==> src/rtl/regfile_8x16.sv <==
// regfile_8x16: eight 16-bit registers with one write port, two combinational
// read ports and a per-register busy scoreboard for tracking pending writebacks.
// Ports: clk/rst (async active-high); we/waddr/wdata write port;
//        ra_addr/rb_addr -> ra_data/rb_data, ra_busy/rb_busy read ports;
//        lock_en/lock_addr set a busy bit; busy exposes the full scoreboard.
module regfile_8x16 #(
  parameter bit          BYPASS    = 1'b1,
  parameter logic [15:0] RESET_VAL = 16'h0000
) (
  input  logic        clk,
  input  logic        rst,
  input  logic        we,
  input  logic [2:0]  waddr,
  input  logic [15:0] wdata,
  input  logic [2:0]  ra_addr,
  input  logic [2:0]  rb_addr,
  input  logic        lock_en,
  input  logic [2:0]  lock_addr,
  output logic [15:0] ra_data,
  output logic [15:0] rb_data,
  output logic        ra_busy,
  output logic        rb_busy,
  output logic [7:0]  busy
);

  logic [15:0] regs_q [8];
  logic [15:0] regs_d [8];
  logic [7:0]  busy_q;
  logic [7:0]  busy_d;

  logic ra_fwd;
  logic rb_fwd;

  always_comb begin
    regs_d = regs_q;
    busy_d = busy_q;
    if (we) begin
      regs_d[waddr] = wdata;
      busy_d[waddr] = 1'b0;
    end
    // Lock is applied after the write clear so a same-index lock wins.
    if (lock_en) begin
      busy_d[lock_addr] = 1'b1;
    end
  end

  always_ff @(posedge clk or posedge rst) begin
    if (rst) begin
      for (int i = 0; i < 8; i++) begin
        regs_q[i] <= RESET_VAL;
      end
      busy_q <= 8'h00;
    end else begin
      regs_q <= regs_d;
      busy_q <= busy_d;
    end
  end

  // A write landing this cycle satisfies any pending lock on that register,
  // so a forwarded read is reported as not busy.
  assign ra_fwd = BYPASS && we && (waddr == ra_addr);
  assign rb_fwd = BYPASS && we && (waddr == rb_addr);

  assign ra_data = ra_fwd ? wdata : regs_q[ra_addr];
  assign rb_data = rb_fwd ? wdata : regs_q[rb_addr];
  assign ra_busy = busy_q[ra_addr] & ~ra_fwd;
  assign rb_busy = busy_q[rb_addr] & ~rb_fwd;
  assign busy    = busy_q;

endmodule

==> config.mk <==
export PLATFORM = sky130hd
export DESIGN_NAME = regfile_8x16
export DESIGN_NICKNAME = d
export VERILOG_FILES = /design/src/rtl/regfile_8x16.sv
export SDC_FILE = /design/constraint.sdc
export NUM_CORES = 1
export LEC_CHECK = 0
export CORE_UTILIZATION = 55
export CTS_BUF_LIST = sky130_fd_sc_hd__clkbuf_8
export DETAILED_ROUTE_END_ITERATION = 6
export GPL_ROUTABILITY_DRIVEN = 0
export PLACE_DENSITY_LB_ADDON = 0.05
export REMOVE_ABC_BUFFERS = 1
export SYNTH_ARGS = -nofsm -noshare
export SYNTH_HDL_FRONTEND = slang
export SYNTH_SLANG_ARGS = --single-unit
export TNS_END_PERCENT = 100
==> constraint.sdc <==
create_clock -name clk -period 7.74 [get_ports clk]
set_clock_uncertainty 0.1 [all_clocks]
set_input_delay 1.548 -clock clk [delete_from_list [all_inputs] [get_ports clk]]
set_output_delay 1.548 -clock clk [all_outputs]
set_load 0.005 [all_outputs]
# [Yosys cells after proc, flatten, opt, wreduce, memory -nomap -nowiden]
# Cells that the tools add are included.
[op_classes] eq_ne=2 n_mux=21 n_bitwise=10 magnitude_cmp=10 n_reduce_logical=5
[op_table] op="128-bit bitwise mux" count=1
[op_table] op="16-bit 2-to-1 mux" count=7
[op_table] op="16-bit binary-select mux with 3-bit select" count=2
[op_table] op="16-bit demux with 3-bit select" count=1
[op_table] op="3-bit by 4-bit < comparator with 1-bit output, second input constant" count=4
[op_table] op="8-bit 2-to-1 mux" count=2
[op_table] op="4-bit >= comparator, second input constant" count=3
[op_table] op="3-bit inverter with 4-bit output" count=3
[op_table] op="8-bit AND" count=1
[op_table] op="8-bit inverter" count=1
[op_table] op="8-bit OR" count=1
[op_table] op="1-bit binary-select mux with 3-bit select" count=2
[op_table] op="1-bit demux with 3-bit select" count=2
[op_table] op="3-bit equality test" count=2
[op_table] op="3-bit by 1-bit >= comparator with 1-bit output, second input constant" count=2
[op_table] op="1-bit logical AND" count=5
[op_table] op="4-bit by 1-bit < comparator with 1-bit output, second input constant" count=1
[op_table] op="1-bit 2-to-1 mux" count=4
[op_table] op="1-bit AND" count=2
[op_table] op="1-bit inverter" count=2
[word_totals] output_inout_bits=42 reg_bits=136 word_cells=57

# [Logic depth before layout (Yosys ltp)]
[depth] depth_word=9 depth_mapped=6

# [Worst setup path after synthesis]
# OpenSTA, ideal clock, no wires.
[synth_timing] path_type="input to output" from="in rb_addr[1]" to="out rb_data[11]" cell_stages=6 path_slack_ns=3.173 n_path_buf=3 t_arrival_ns=2.919 required_ns=6.092 cell_sequence="buf_6 > buf_2 > buf_2 > mux4_2 > mux2_2 > mux2_2"
[synth_between] elab_chain_len=5 elab_cells_between_ends=7
[synth_rtl] element="start, declared" line_no="16" text="input logic [2:0] rb_addr,"
[synth_rtl] element="3-bit inverter with 4-bit output (implied by the code)" line_no="65" text="assign rb_data = rb_fwd ? wdata : regs_q[rb_addr];"
[synth_rtl] element="16-bit binary-select mux with 3-bit select" line_no="65"
[synth_rtl] element="16-bit 2-to-1 mux (implied by the code) (2 in a row)" line_no="65"
[synth_rtl] element="16-bit 2-to-1 mux (*)" line_no="65"
[synth_rtl] element="end, declared" line_no="20" text="output logic [15:0] rb_data,"
# Every way passes the cells marked *; elsewhere a longest branch is shown, timed or not. The select of a mux whose other input is x is not followed.

# [Worst setup path after layout]
[layout_timing] from="in ra_addr[2]" to="out ra_data[15]"
[layout_between] elab_chain_len=5 elab_cells_between_ends=7
[layout_rtl] element="start, declared" line_no="15" text="input logic [2:0] ra_addr,"
[layout_rtl] element="3-bit inverter with 4-bit output (implied by the code)" line_no="64" text="assign ra_data = ra_fwd ? wdata : regs_q[ra_addr];"
[layout_rtl] element="16-bit binary-select mux with 3-bit select" line_no="64"
[layout_rtl] element="16-bit 2-to-1 mux (implied by the code) (2 in a row)" line_no="64"
[layout_rtl] element="16-bit 2-to-1 mux (*)" line_no="64"
[layout_rtl] element="end, declared" line_no="19" text="output logic [15:0] ra_data,"
# Marked as above.

==> flow_summary_export.csv <==
group,metric,value,unit
status,status,"finished clean",
pwr,p_sw,0.605,mW
route,drtIter0Drc,287,
finish,area_growth_syn_to_layout,14.2,%
logic_synthesis,ys_ff_latch,136,
floorplan,fp.coreArea,0.0139,mm^2
global_route,grt_pass1_wl,27800,um
global_route,grt.met1_usage,35.4,%
clock_network,clockBufferDepth,2,
logic_synthesis,yosys.cell_count.top_type,"mux2_2",
global_route,track_usage,26.2,%
global_route,grtUsageMet3,5.15,%
route,drtPass1Iterations,6,
setup_path,max_stage_delay,0.77,ns
clock_network,clk_pin_slew_worst_paths,0.07,ns
timing,period_share,77.4,%
clock_network,cts.repair.resized,0,
setup_path,required,6.09,ns
pwr,total_power,2.22,mW
flow_run,drv_cap,0,
logic_synthesis,syn_area_per_cell,16.1,um^2
setup_path,cp_top_family,"buffers and inverters",
finish,nNetsFinal,579,
route,avgViaCountPerCell,6.33,
logic_synthesis,synth_area_leaders,"dfrtp_1 43%, mux2_2 26%, mux4_2 13%, mux4_1 8.0%, mux2_4 1.9%",
clock_network,worstSkewPairLatency,0.44,ns
global_route,grt_max_degree,75,
pwr,vdd_ir_drop_max,0.162,mV
pwr,clkPwrFrac,26.5,%
floorplan,boundaryPins,74,
floorplan,start_util,56.5,%
finish,final_cells,740,
timing,whs,0.425,ns
finish,fillCellCount,988,
finish,fin_util,64.5,%
logic_synthesis,synth_cell_types,24,
timing,tns,0,ns
setup_path,cp-end-kind,"output port",
clock_network,cts_hold_buf,0,
timing,rsz0062_at_grt,"no",
setup_path,crit_path_top_delay_cell,"nand4_2",
floorplan,die_area,0.0148,mm^2
placed_design,dp.cells,708,
floorplan,chipWidth,122,um
route,wl_per_cell,23.9,um
placed_design,hpwl,10500,um
setup_path,crit_top_cell,"clkdlybuf4s50_1",
pwr,p_int,1.62,mW
route,vias,4687,
logic_synthesis,synthArstFlopShare,100,%
pwr,swShare,27.3,%
clock_network,cts_sinks,136,
finish,design_area,0.00899,mm^2
floorplan,row_count,43,
clock_network,cts_tree,"built",
finish,n_antenna_cell,0,
pwr,leakage,3.70,nW
setup_path,crit_buf_inv,3,
setup_path,crit_chain,"clkdlybuf4s50_1 -> buf_4 -> xnor2_1 -> nand4_2 -> mux2_2 -> clkdlybuf4s50_1",
timing,fin_crit,5.99,ns
route,wirelength,17600,um
pwr,share_comb_of_total_power,29.5,%
setup_path,crit_fanout,18,
logic_synthesis,synth_warnings,0,
logic_synthesis,synth_edf_count,0,
finish,layout-drive-gt1-share,52.9,%
timing,setup_viol,0,
logic_synthesis,synth_top_area_share,43.3,%
timing,maxSlewViolCount,0,
floorplan,die_h,122,um
setup_path,cp.arrival,4.35,ns
logic_synthesis,post-synth-top-area-cell,"dfrtp_1",
clock_network,h-tree-depth,4,
logic_synthesis,ys_seq_area_share,43.3,%
global_route,met2_usage,43.2,%
global_route,gr-total-overflow,0,
route,drcViolationCount,0,
global_route,grt_pass1_vias,4911,
placed_design,portBuffers,73,
clock_network,numCtsBuffers,17,
clock_network,post_cts_buffers,0,
timing,hold_viol,0,
clock_network,clock-root-buffer,"clkbuf_8",
timing,worst_pin_slew,0.978,ns
route,final_antenna_net_count,0,
logic_synthesis,synth_common_cells,"184 x mux2_2, 136 x dfrtp_1, 44 x mux4_2",
timing,fmax,167,MHz
placed_design,placed_area,0.00859,mm^2
logic_synthesis,syn_area,0.00787,mm^2
placed_design,pre_cts_slack,1.75,ns
timing,finalWorstSetupSlack,1.75,ns
pwr,power_density,247,mW/mm^2
logic_synthesis,synthCells,490,
global_route,busiest_layer,"met2",
worst_hold_path,worstHoldPathType,"flop to flop",
global_route,antenna_found_initial,0,
setup_path,path_class,"input pin to output port",
timing,relSlewSlack,34.6,%
pwr,pwr-share-seq,43.9,%
logic_synthesis,synth_top_flop_cell,"dfrtp_1",
setup_path,start_kind,"input pin",
[layout by cell type (no fill, tap or decap), drive strengths merged, types with 3 or more instances in the layout]
| master | count |
|---|---|
| clkbuf | 17 |
| nand2b | 4 |
| o21ai | 4 |
| nand4b | 3 |
| mux4 | 68 |
| clkinv | 4 |
| nand4 | 3 |
| clkinvlp | 3 |
| dfrtp | 136 |
| nand2 | 7 |
| inv | 11 |
| mux2 | 194 |
| xnor2 | 6 |
| buf | 19 |
| clkdlybuf4s50 | 69 |
[state kept, by name, summed over array words and instances, names as in the netlist]
name / count
busy: 8
regs_q: 128
[cells by family after synthesis]
logic type	after synthesis	synth area share, %
and+or+nand+nor	23	2.12
DFF	136	43.3
AOI/OAI and AO/OA	8	0.636
buffers and inverters	55	4.45
muxes	262	48.9
xor gates and xnor gates	6	0.668
[path summary, 6_finish.rpt]
check,endpoint,slack [ns],start,depth (start not counted)
max reg2reg,regs_q[90],6.85,regs_q[90],1
max in group asynchronous,regs_q[72],4.66,rst,3
min reg2reg,regs_q[39],0.43,regs_q[39],1
min,regs_q[39],0.43,regs_q[39],1
min in group asynchronous,regs_q[18],1.54,rst,2
max,ra_data[15],1.75,ra_addr[2],6
[cell type report]
type                            count  area (um^2)  share of cell area (%)
Multi-Input combinational cell    299         4110                    45.8
Tap cell                          180          225                    2.51
Clock inverter                     15          166                    1.85
Timing Repair Buffer               88          823                    9.16
Clock buffer                       17          234                    2.60
Sequential cell                   136         3400                    37.9
Inverter                            5         21.3                   0.237
[metal layers]
layer / vias up / part of all wire (%)
met5: - / 0
met4: 0 / 1.1
met3: 16 / 4.1
met2: 119 / 51
met1: 2520 / 44
li1: 2032 / -
[power by group through the flow]
| stage | registers (mW) | logic [mW] | clock network [mW] |
|---|---|---|---|
| 2_1_floorplan | 0.949 | 0.429 | 0 |
| 3_3_place_gp | 0.970 | 0.646 | 0 |
| 3_5_place_dp | 0.986 | 0.661 | 0 |
| 4_1_cts | 0.972 | 0.664 | 0.608 |
| 5_1_grt | 0.997 | 0.708 | 0.642 |
| 6_report | 0.976 | 0.656 | 0.589 |
No activity file was read; power rests on OpenSTA's default activity.
